==> src/rtl/vec_activation_stream.sv <==
// Streaming elementwise activation (PASS/RELU/LEAKY/CLIP) with valid/ready handshaking,
// vector framing and a per-vector count of lanes changed by the activation.
module vec_activation_stream #(
  parameter int InVecLength = 64,
  parameter int WorkingRegs = 4,
  parameter int DataWidth   = 8,
  parameter int LeakyShift  = 3
) (
  input  logic                             clk_in,
  input  logic                             rst_in,
  input  logic [1:0]                       mode_in,
  input  logic [DataWidth-1:0]             clip_in,
  input  logic                             in_valid,
  output logic                             in_ready,
  input  logic [WorkingRegs*DataWidth-1:0] in_data,
  output logic                             out_valid,
  input  logic                             out_ready,
  output logic [WorkingRegs*DataWidth-1:0] out_data,
  output logic                             out_last,
  output logic [$clog2(InVecLength+1)-1:0] mod_count,
  output logic                             vec_done,
  output logic                             busy
);

  localparam int NumChunks = InVecLength / WorkingRegs;
  localparam int IdxW      = (NumChunks > 1) ? $clog2(NumChunks) : 1;
  localparam int CntW      = $clog2(InVecLength + 1);
  localparam int LaneCntW  = $clog2(WorkingRegs + 1);

  generate
    if (InVecLength % WorkingRegs != 0) begin : g_bad_len
      $error("InVecLength must be a multiple of WorkingRegs");
    end
  endgenerate

  typedef enum logic [1:0] {PASS = 2'd0, RELU = 2'd1, LEAKY = 2'd2, CLIP = 2'd3} act_mode_t;
  typedef enum logic {IDLE = 1'b0, RUN = 1'b1} state_t;

  state_t                     state_reg, state_next;
  logic [IdxW-1:0]            idx_reg, idx_next;
  act_mode_t                  mode_reg, mode_next;
  logic signed [DataWidth-1:0] clip_reg, clip_next;

  logic                       out_valid_reg;
  logic [WorkingRegs*DataWidth-1:0] out_data_reg;
  logic                       out_last_reg;
  logic [CntW-1:0]            mod_count_reg;
  logic [CntW-1:0]            acc_reg;
  logic                       vec_done_reg;
  logic                       busy_reg;

  logic                       accept;
  logic                       drain;
  logic                       chunk_last;
  act_mode_t                  cur_mode;
  logic signed [DataWidth-1:0] cur_clip;
  logic [WorkingRegs*DataWidth-1:0] y_packed;
  logic [WorkingRegs-1:0]     lane_mod;
  logic [LaneCntW-1:0]        lane_cnt;

  // Reset also gates ready so nothing is accepted while the unit is being cleared.
  assign in_ready   = !rst_in && (!out_valid_reg || out_ready);
  assign accept     = in_valid && in_ready;
  assign drain      = out_valid_reg && out_ready;
  assign chunk_last = (idx_reg == IdxW'(NumChunks - 1));

  // The first chunk of a vector uses the live mode/clip; later chunks use the latched copy.
  assign cur_mode = (state_reg == IDLE) ? act_mode_t'(mode_in) : mode_reg;
  assign cur_clip = (state_reg == IDLE) ? $signed(clip_in) : clip_reg;

  genvar gi;
  generate
    for (gi = 0; gi < WorkingRegs; gi++) begin : g_lane
      logic signed [DataWidth-1:0] x;
      logic signed [DataWidth-1:0] y;
      assign x = $signed(in_data[gi*DataWidth +: DataWidth]);

      always_comb begin
        y = x;
        case (cur_mode)
          PASS:  y = x;
          RELU:  y = x[DataWidth-1] ? '0 : x;
          LEAKY: y = x[DataWidth-1] ? (x >>> LeakyShift) : x;
          CLIP: begin
            if (x[DataWidth-1])   y = '0;
            else if (x > cur_clip) y = cur_clip;
            else                   y = x;
          end
          default: y = x;
        endcase
      end

      assign y_packed[gi*DataWidth +: DataWidth] = y;
      assign lane_mod[gi] = (y != x);
    end
  endgenerate

  always_comb begin
    lane_cnt = '0;
    for (int i = 0; i < WorkingRegs; i++) begin
      lane_cnt = lane_cnt + LaneCntW'(lane_mod[i]);
    end
  end

  always_ff @(posedge clk_in or posedge rst_in) begin
    if (rst_in) begin
      state_reg <= IDLE;
      idx_reg   <= '0;
      mode_reg  <= PASS;
      clip_reg  <= '0;
    end else begin
      state_reg <= state_next;
      idx_reg   <= idx_next;
      mode_reg  <= mode_next;
      clip_reg  <= clip_next;
    end
  end

  always_comb begin
    state_next = state_reg;
    idx_next   = idx_reg;
    mode_next  = mode_reg;
    clip_next  = clip_reg;
    if (accept) begin
      if (state_reg == IDLE) begin
        mode_next = act_mode_t'(mode_in);
        clip_next = $signed(clip_in);
      end
      if (chunk_last) begin
        idx_next   = '0;
        state_next = IDLE;
      end else begin
        idx_next   = idx_reg + IdxW'(1);
        state_next = RUN;
      end
    end
  end

  always_ff @(posedge clk_in or posedge rst_in) begin
    if (rst_in) begin
      out_valid_reg <= 1'b0;
      out_data_reg  <= '0;
      out_last_reg  <= 1'b0;
      mod_count_reg <= '0;
      acc_reg       <= '0;
      vec_done_reg  <= 1'b0;
      busy_reg      <= 1'b0;
    end else begin
      // A simultaneous drain and accept simply reloads the register.
      if (accept) begin
        out_valid_reg <= 1'b1;
        out_data_reg  <= y_packed;
        out_last_reg  <= chunk_last;
        if (chunk_last) begin
          mod_count_reg <= acc_reg + CntW'(lane_cnt);
          acc_reg       <= '0;
        end else begin
          mod_count_reg <= '0;
          acc_reg       <= acc_reg + CntW'(lane_cnt);
        end
      end else if (drain) begin
        out_valid_reg <= 1'b0;
        out_last_reg  <= 1'b0;
        mod_count_reg <= '0;
      end
      vec_done_reg <= drain && out_last_reg;
      if (accept && state_reg == IDLE) busy_reg <= 1'b1;
      else if (drain && out_last_reg)  busy_reg <= 1'b0;
    end
  end

  assign out_valid = out_valid_reg;
  assign out_data  = out_data_reg;
  assign out_last  = out_last_reg;
  assign mod_count = mod_count_reg;
  assign vec_done  = vec_done_reg;
  assign busy      = busy_reg;

endmodule
==> config.mk <==
export PLATFORM = sky130hd
export DESIGN_NAME = vec_activation_stream
export DESIGN_NICKNAME = d
export VERILOG_FILES = /design/src/rtl/vec_activation_stream.sv
export SDC_FILE = /design/constraint.sdc
export NUM_CORES = 1
export LEC_CHECK = 0
export ABC_AREA = 1
export BUFFER_PORTS_ARGS = -buffer_cell sky130_fd_sc_hd__buf_2
export CELL_PAD_IN_SITES_DETAIL_PLACEMENT = 0
export CELL_PAD_IN_SITES_GLOBAL_PLACEMENT = 1
export CORE_MARGIN = 2
export CORE_UTILIZATION = 35
export CTS_BUF_LIST = sky130_fd_sc_hd__clkbuf_2 sky130_fd_sc_hd__clkbuf_4 sky130_fd_sc_hd__clkbuf_8
export CTS_CLUSTER_SIZE = 24
export DETAILED_ROUTE_END_ITERATION = 8
export GPL_TIMING_DRIVEN = 0
export PLACE_DENSITY_LB_ADDON = 0.1
export SYNTH_ARGS = -nofsm -noshare
export SYNTH_HDL_FRONTEND = slang
export SYNTH_SLANG_ARGS = --single-unit
==> constraint.sdc <==
create_clock -name clk_in -period 8 [get_ports clk_in]
set_input_delay 0 -clock clk_in [delete_from_list [all_inputs] [get_ports clk_in]]
set_output_delay 0 -clock clk_in [all_outputs]
set_load 0.005 [all_outputs]
==> results of run 1 <==
-- stage by stage --
stage                     area (µm²)  hold slack (ps)  utilization (%)  power (µW)  cells
final                           6143           -2.491            42.11        1615   1034
after global routing            6143            42.36            42.11        1754   1034
after CTS                       6140           0.9014            42.08        1617   1034
after detailed placement        5911            237.0            40.51        1317   1016
after global placement          5908            243.8            40.50        1294   1016
after floorplan                 5233            35.07                -        1039    743
-- routing by layer --
layer	track usage, %	part of all wire, %	up-vias
met5	0	0	-
met4	9.438	3.5	0
met3	2.804	5.5	39
met2	36.50	45	188
met1	32.05	46	2672
li1	-	-	2764
-- cell families (layout without fill, tap and decap cells) --
family / Yosys count / after routing
simple gates: 367 / 367
compound gates: 167 / 167
buf+inv: 94 / 201
flops: 65 / 65
fa+ha+maj: 37 / 37
mux: 7 / 7
xor+xnor: 6 / 6
-- power by group --
group	total [µW]	internal [µW]	switching [µW]
registers	474	419	55.9
clock network	295	162	134
logic	845	301	544
total	1610	881	734
-- synth_stat cells, drive strengths merged --
cell	number	area (µm²)
o21ai	102	525.5
mux2i	7	70.07
nor3	1	5.000
xor2	4	35.03
inv	69	264.0
o22ai	14	87.58
xnor2	2	17.52
o21bai	1	7.510
dfrtp	65	1627
a2bb2oi	4	35.03
clkbuf	14	52.55
nand4	25	156.4
buf	11	103.9
o31ai	12	90.09
or2	2	15.02
a21oi	25	128.9
a31oi	6	37.54
o21a	1	7.510
a21o	2	15.01
nor2	47	215.2
nand3	94	485.5
fa	3	60.06
nand2	198	765.7
ha	34	425.4
-- final timing paths --
check / from / slack, ps / to / cells after the start
max in group asynchronous: rst_in / 7060 / out_data[24]$_DFFE_PP0P_ / 3
setup / recovery: state_reg$_DFFE_PP0P_ / 2330 / mod_count[6]$_DFFE_PP0P_ / 24
setup reg to reg: state_reg$_DFFE_PP0P_ / 2330 / mod_count[6]$_DFFE_PP0P_ / 24
hold / removal: in_data[16] / -2 / out_data[16]$_DFFE_PP0P_ / 3
min in group asynchronous: rst_in / 370 / out_data[5]$_DFFE_PP0P_ / 3
hold reg to reg: out_data[4]$_DFFE_PP0P_ / 480 / out_data[4]$_DFFE_PP0P_ / 2
-- placed cells by master, fill, tap and decap left out, drive strengths merged, types with 6 or more instances in the layout --
cell,count
mux2i,7
nand3,94
nand4,25
nand2,198
inv,69
nor2,47
clkbuf,26
o31ai,12
o22ai,14
buf,100
a31oi,6
o21ai,102
ha,34
a21oi,25
dfrtp,65
-- timing repair --
action                                 in CTS  in global routing
setup buffers                               0                  0
endpoints found under the hold margin      67                  0
hold buffers                                3                  0
-- layout make-up --
type	count	area (µm²)
Clock buffer	12	158.9
Sequential cell	65	1627
Tap cell	184	230.2
Inverter	69	266.5
Timing Repair Buffer	92	475.5
Fill cell	1490	8446
Buffer	25	156.4
Clock inverter	3	40.04
Multi-Input combinational cell	584	3189
-- worst max-delay path: cells and delay by family (launching register included) --
kind | cells | cell delay, ps
buffers and inverters | 2 | 300
AOI/OAI and AO/OA | 2 | 250
adders and majority gates | 4 | 1560
xor gates and xnor gates | 1 | 190
muxes | 1 | 1100
DFF | 1 | 380
and+or+nand+nor | 14 | 1720
==> flow_summary.yaml, run 1 <==
critical_path:
  start_kind: "flip-flop"
  cp.arrival_ps: 5900
  cp.required_ps: 8220
  path_class: "reg -> reg"
  endpoint_kind: "flip-flop"
  cpMaxStageDelayCell: "mux2i_1"
  critPathMaxFanout: 10
  crit_chain: "buf_6, mux2i_1, ha_1, a21oi_1, nand2_1, nand2_1, nand3_1, nand3_2, nand2_1, nand3_1, nand2_1, nand3_1, nand2_1, nor2_1, nand2_1, nor2_1, fa_1, fa_1, inv_1, fa_1, nand3_1, nor3_1, xor2_1, o21ai_0"
  cpMostUsedCell: "nand2_1"
  slowest_delay_ps: 1100
synth:
  syn_area_um2: 5233
  syn-num-nets: 826
  synth_warnings: 0
  synth_seq_cells: 65
  synthAdderAreaFrac_pct: 9.278
  synth_xor_area_share_pct: 1.004
  synth-compound-area-share_pct: 17.86
  netlist_instances: 743
  yosysSeqAreaShare_pct: 31.09
  avgSynthCellArea_um2: 7.042
  synth_top_family_by_area: "simple AND/OR/NAND/NOR gates"
  yosys.area_share.simple_pct: 31.40
  synth_cell_type_count: 38
  synth.mux.area_fraction_pct: 1.339
sta:
  min_period_ps: 5672
  fin_crit_sh_pct: 70.90
  tightest_slew_ps: 1349
  fmax_mhz: 176.3
  hold_slack_ps: -2.491
  hold_violations: 1
  layout_setup_ws_ps: 2328
  setup_violations: 0
  report.final.slew_viol_count: 0
  maxSlewHeadroom_pct: 7.508
  fin_setup_tns_ps: 0
  clock_skew_ps: 13.47
  rsz0062_at_grt: "no"
clocking:
  cts_root_buffer: "clkbuf_8"
  tritoncts: "yes"
  worstSkewPairLatency_ps: 360
  htree_levels: 3
  cts_inserted_buffers: 9
  cts_resized: 0
  clk_pin_slew_ps: 60
  clockBufferDepth: 2
  cts.sinks: 65
finish:
  num-nets-final: 929
  drive_gt1_share_pct: 15.53
  area_delta_synth_final_pct: 17.41
  antenna_cells: 0
  largest_reg_flops: 32
place:
  gp_congestion: 0.8826
  hpwl_mm: 13.71
  preCtsSetupSlack_ps: 2203
  numPortBuffers: 89
detailed_routing:
  ant_nets: 0
  via_per_inst: 5.477
  vias: 5663
  dr.pass1.iters: 7
  drtIter0Drc: 294
  wl_per_cell_um: 17.67
  wirelength_mm: 18.27
  drc: 0
global_route:
  grt_pass1_vias: 5356
  grt_use_total_pct: 23.06
  antenna_found_initial: 0
  grt_max_degree: 66
  grt-ovfl-total: 0
  grt_pass1_wl_mm: 28.77
floorplan:
  start_util_pct: 35.87
  num_rows: 44
  die_w_um: 126.3
  core_um2: 14590
  dieArea_um2: 15940
  die_h_um: 126.3
  io_pins: 90
pwr:
  irDropWorstVdd_mv: 0.09928
  leakage_uw: 0.003139
  powerDensity_nw_per_um2: 262.8
outcome:
  status: "complete, but fails checks"
  violations: "hold timing"
min_path:
  hp-class: "in -> reg"
flow_run:
  maxCapViolations: 0
Note: power is estimated with default switching activity, not from simulation.
==> run 2, diff against run 1 <==
--- a/config.mk
+++ b/config.mk
@@ -5,7 +5,7 @@
 export SDC_FILE = /design/constraint.sdc
 export NUM_CORES = 1
 export LEC_CHECK = 0
-export ABC_AREA = 1
+export ABC_AREA = 0
 export BUFFER_PORTS_ARGS = -buffer_cell sky130_fd_sc_hd__buf_2
 export CELL_PAD_IN_SITES_DETAIL_PLACEMENT = 0
 export CELL_PAD_IN_SITES_GLOBAL_PLACEMENT = 1
==> constraint.sdc (replaced) <==
create_clock -name clk_in -period 4.8 [get_ports clk_in]
set_input_delay 0 -clock clk_in [delete_from_list [all_inputs] [get_ports clk_in]]
set_output_delay 0 -clock clk_in [all_outputs]
set_load 0.005 [all_outputs]
==> run 2 against run 1 <==
- the flow now finishes without violations
- via count decreased by 2.7%
- synthesized area decreased by 0.81%
- total power increased by 100%
- utilization increased by 1.3 points
- final area increased by 2.6%
- clock power increased by 87%
- worst hold slack improved by 24 ps
- critical endpoint is now mod_count[1]$_DFFE_PP0P_
- largest power group unchanged
==> flow_summary.yaml, run 2 <==
place:
  hpwl_mm: 14.92
  gp_congestion: 0.9386
  preCtsSetupSlack_ps: -341.9
  numPortBuffers: 89
  place_area_um2: 5868
outcome:
  status: "finished clean"
synth:
  synth_most_common_cell: "nand2_1"
  synth_warnings: 0
  synthTopCellsByCount: "nand2_1, o21ai_0, dfrtp_1"
  synthFlopType: "dfrtp_1"
  synth.area.top_cells: "dfrtp_1, ha_1, o21ai_0"
  avgSynthCellArea_um2: 8.264
  synth_top_area_share_pct: 31.34
  synth_edf_count: 0
  syn_area_um2: 5190
  synth_seq_cells: 65
  yosys.area.top_type: "dfrtp_1"
  netlist_instances: 628
  synth_cell_type_count: 69
  synthArstFlopShare_pct: 100.0
  yosysSeqAreaShare_pct: 31.34
  syn-num-nets: 711
floorplan:
  core_um2: 14530
  dieArea_um2: 15820
  num_rows: 44
  start_util_pct: 35.71
  die_h_um: 125.8
  die_w_um: 125.8
  io_pins: 90
sta:
  maxSlewHeadroom_pct: 14.81
  fin_crit_sh_pct: 95.77
  clock_skew_ps: 15.59
  min_period_ps: 4597
  layout_setup_ws_ps: 203.1
  tightest_slew_ps: 1274
  report.final.slew_viol_count: 0
  setup_violations: 0
  hold_slack_ps: 21.81
  fmax_mhz: 217.5
  rsz0062_at_grt: "no"
  hold_violations: 0
clocking:
  clockBufferDepth: 2
  tritoncts: "yes"
  cts_root_buffer: "clkbuf_8"
  worstSkewPairLatency_ps: 360
  cts.sinks: 65
  clk_pin_slew_ps: 90
  cts_inserted_buffers: 9
  htree_levels: 3
pwr:
  irDropWorstVdd_mv: 0.1864
  leakage_uw: 0.002837
  powerDensity_nw_per_um2: 520.6
flow_run:
  maxCapViolations: 0
detailed_routing:
  wl_per_cell_um: 22.53
  via_per_inst: 5.905
  drc: 0
  wirelength_mm: 21.02
  dr.pass1.iters: 8
  drtIter0Drc: 556
  ant_nets: 0
  vias: 5509
finish:
  final_cell_mix: "buf_2, nand2_1, o21ai_0, dfrtp_1, a21oi_1"
  num-nets-final: 827
  fill_cells: 1531
  drive_gt1_share_pct: 23.63
  finish.utilization_pct: 43.38
  largest_reg_flops: 32
  final_cell_area_um2: 6305
  mostFrequentLayoutCell: "buf_2"
  area_delta_synth_final_pct: 21.48
  antenna_cells: 0
global_route:
  antenna_found_initial: 0
  grt_max_degree: 66
  grt_use_total_pct: 26.56
  grt-ovfl-total: 0
  grt_pass1_wl_mm: 32.15
  grt_pass1_vias: 5484
critical_path:
  endpoint: "mod_count[1]$_DFFE_PP0P_"
  reg2reg_to: "mod_count[1]$_DFFE_PP0P_"
  critPathMaxFanout: 10
  endpoint_kind: "flip-flop"
  cp.required_ps: 5060
  cp.arrival_ps: 4860
  reg2reg_slack_ps: 200
  path_class: "reg -> reg"
  r2r_cells: 17
  timing.rr.start: "state_reg$_DFFE_PP0P_"
  start_kind: "flip-flop"
  startpoint: "state_reg$_DFFE_PP0P_"
min_path:
  hp-class: "in -> reg"
  hold_path.startpoint: "in_data[28]"
==> run 2: cell types whose count changed after synthesis, sizes merged, moves of 15 or more <==
| cell | previous run | this run |
|---|---|---|
| nand2 | 198 | 85 |
| nand3 | 94 | 15 |
| inv | 69 | 28 |
| a21oi | 25 | 52 |
| o21ai | 102 | 85 |
| buf | 11 | 26 |
| nand4 | 25 | 10 |
==> run 2: how the worst min path moves through the flow <==
stage | cells after the start | to | slack [ps]
finish | 3 | out_data[28]$_DFFE_PP0P_ | 20
global route | 2 | out_data[4]$_DFFE_PP0P_ | 40
detailed placement | 2 | out_last$_DFFE_PP0P_ | 240
CTS | 3 | out_data[29]$_DFFE_PP0P_ | 4
floorplan | 1 | in_ready | 40
global placement | 3 | in_ready | 250
==> run 2: power by group <==
part | switching (µW) | total [µW] | internal (µW)
Sequential | 125 | 831 | 706
Clock | 252 | 551 | 299
Combinational | 1150 | 1900 | 747
==> run 2: timing repair <==
action | 4_1_cts | 5_1_grt
cloned | 0 | 0
hold endpoints to repair | 70 | 0
endpoints found under the setup margin | 13 | 12
resized for setup | 6 | 11
pin swaps | 0 | 3
hold buffers | 5 | 0
setup buffers | 6 | 5
==> run 2: cell type report <==
class                           count  area (µm²)  share of cell area [%]
Multi-Input combinational cell    491        3266                   51.80
Sequential cell                    65        1627                   25.80
Timing Repair Buffer              105       578.1                   9.168
Buffer                             44       266.5                   4.227
Tap cell                          184       230.2                   3.652
Clock buffer                        9       123.9                   1.965
Inverter                           28       111.4                   1.766
Clock inverter                      7       102.6                   1.627
==> run 2: metal layers <==
metal	vias up	share of wire (%)	global-route usage [%]
li1	2561	-	-
met1	2639	43	35.27
met2	262	46	42.38
met3	47	8.2	6.712
met4	0	3.0	9.050
met5	-	0	0
==> run 2: worst max-delay path, cell delays in order (launching register included) <==
cell and delay [ps]:
dfrtp_1 350, buf_6 160, buf_12 170, mux2i_4 350, clkinvlp_4 240, ha_4 310
nand2_1 40, o32ai_1 210, a31oi_1 110, a21o_1 230, a32o_1 310, a21oi_2 150
o311a_1 240, fa_1 460, fa_2 410, inv_1 90, fa_2 450, a32o_1 220
==> run 2: kinds of logic after synthesis <==
| group | share of synthesized area (%) |
|---|---|
| and+or+nand+nor | 15.57 |
| muxes | 4.436 |
| AOI/OAI and AO/OA | 30.98 |
| DFF | 31.34 |
| adders and majority gates | 9.354 |
| buffers and inverters | 6.967 |
| xor gates and xnor gates | 1.350 |
==> run 2: through the flow <==
stage	TNS, ps	cells	total power, µW
floorplan	0	628	1977
global placement	-3309	901	2578
detailed placement	-2977	901	2610
CTS	0	928	3213
global route	0	933	3526
finish	0	933	3283
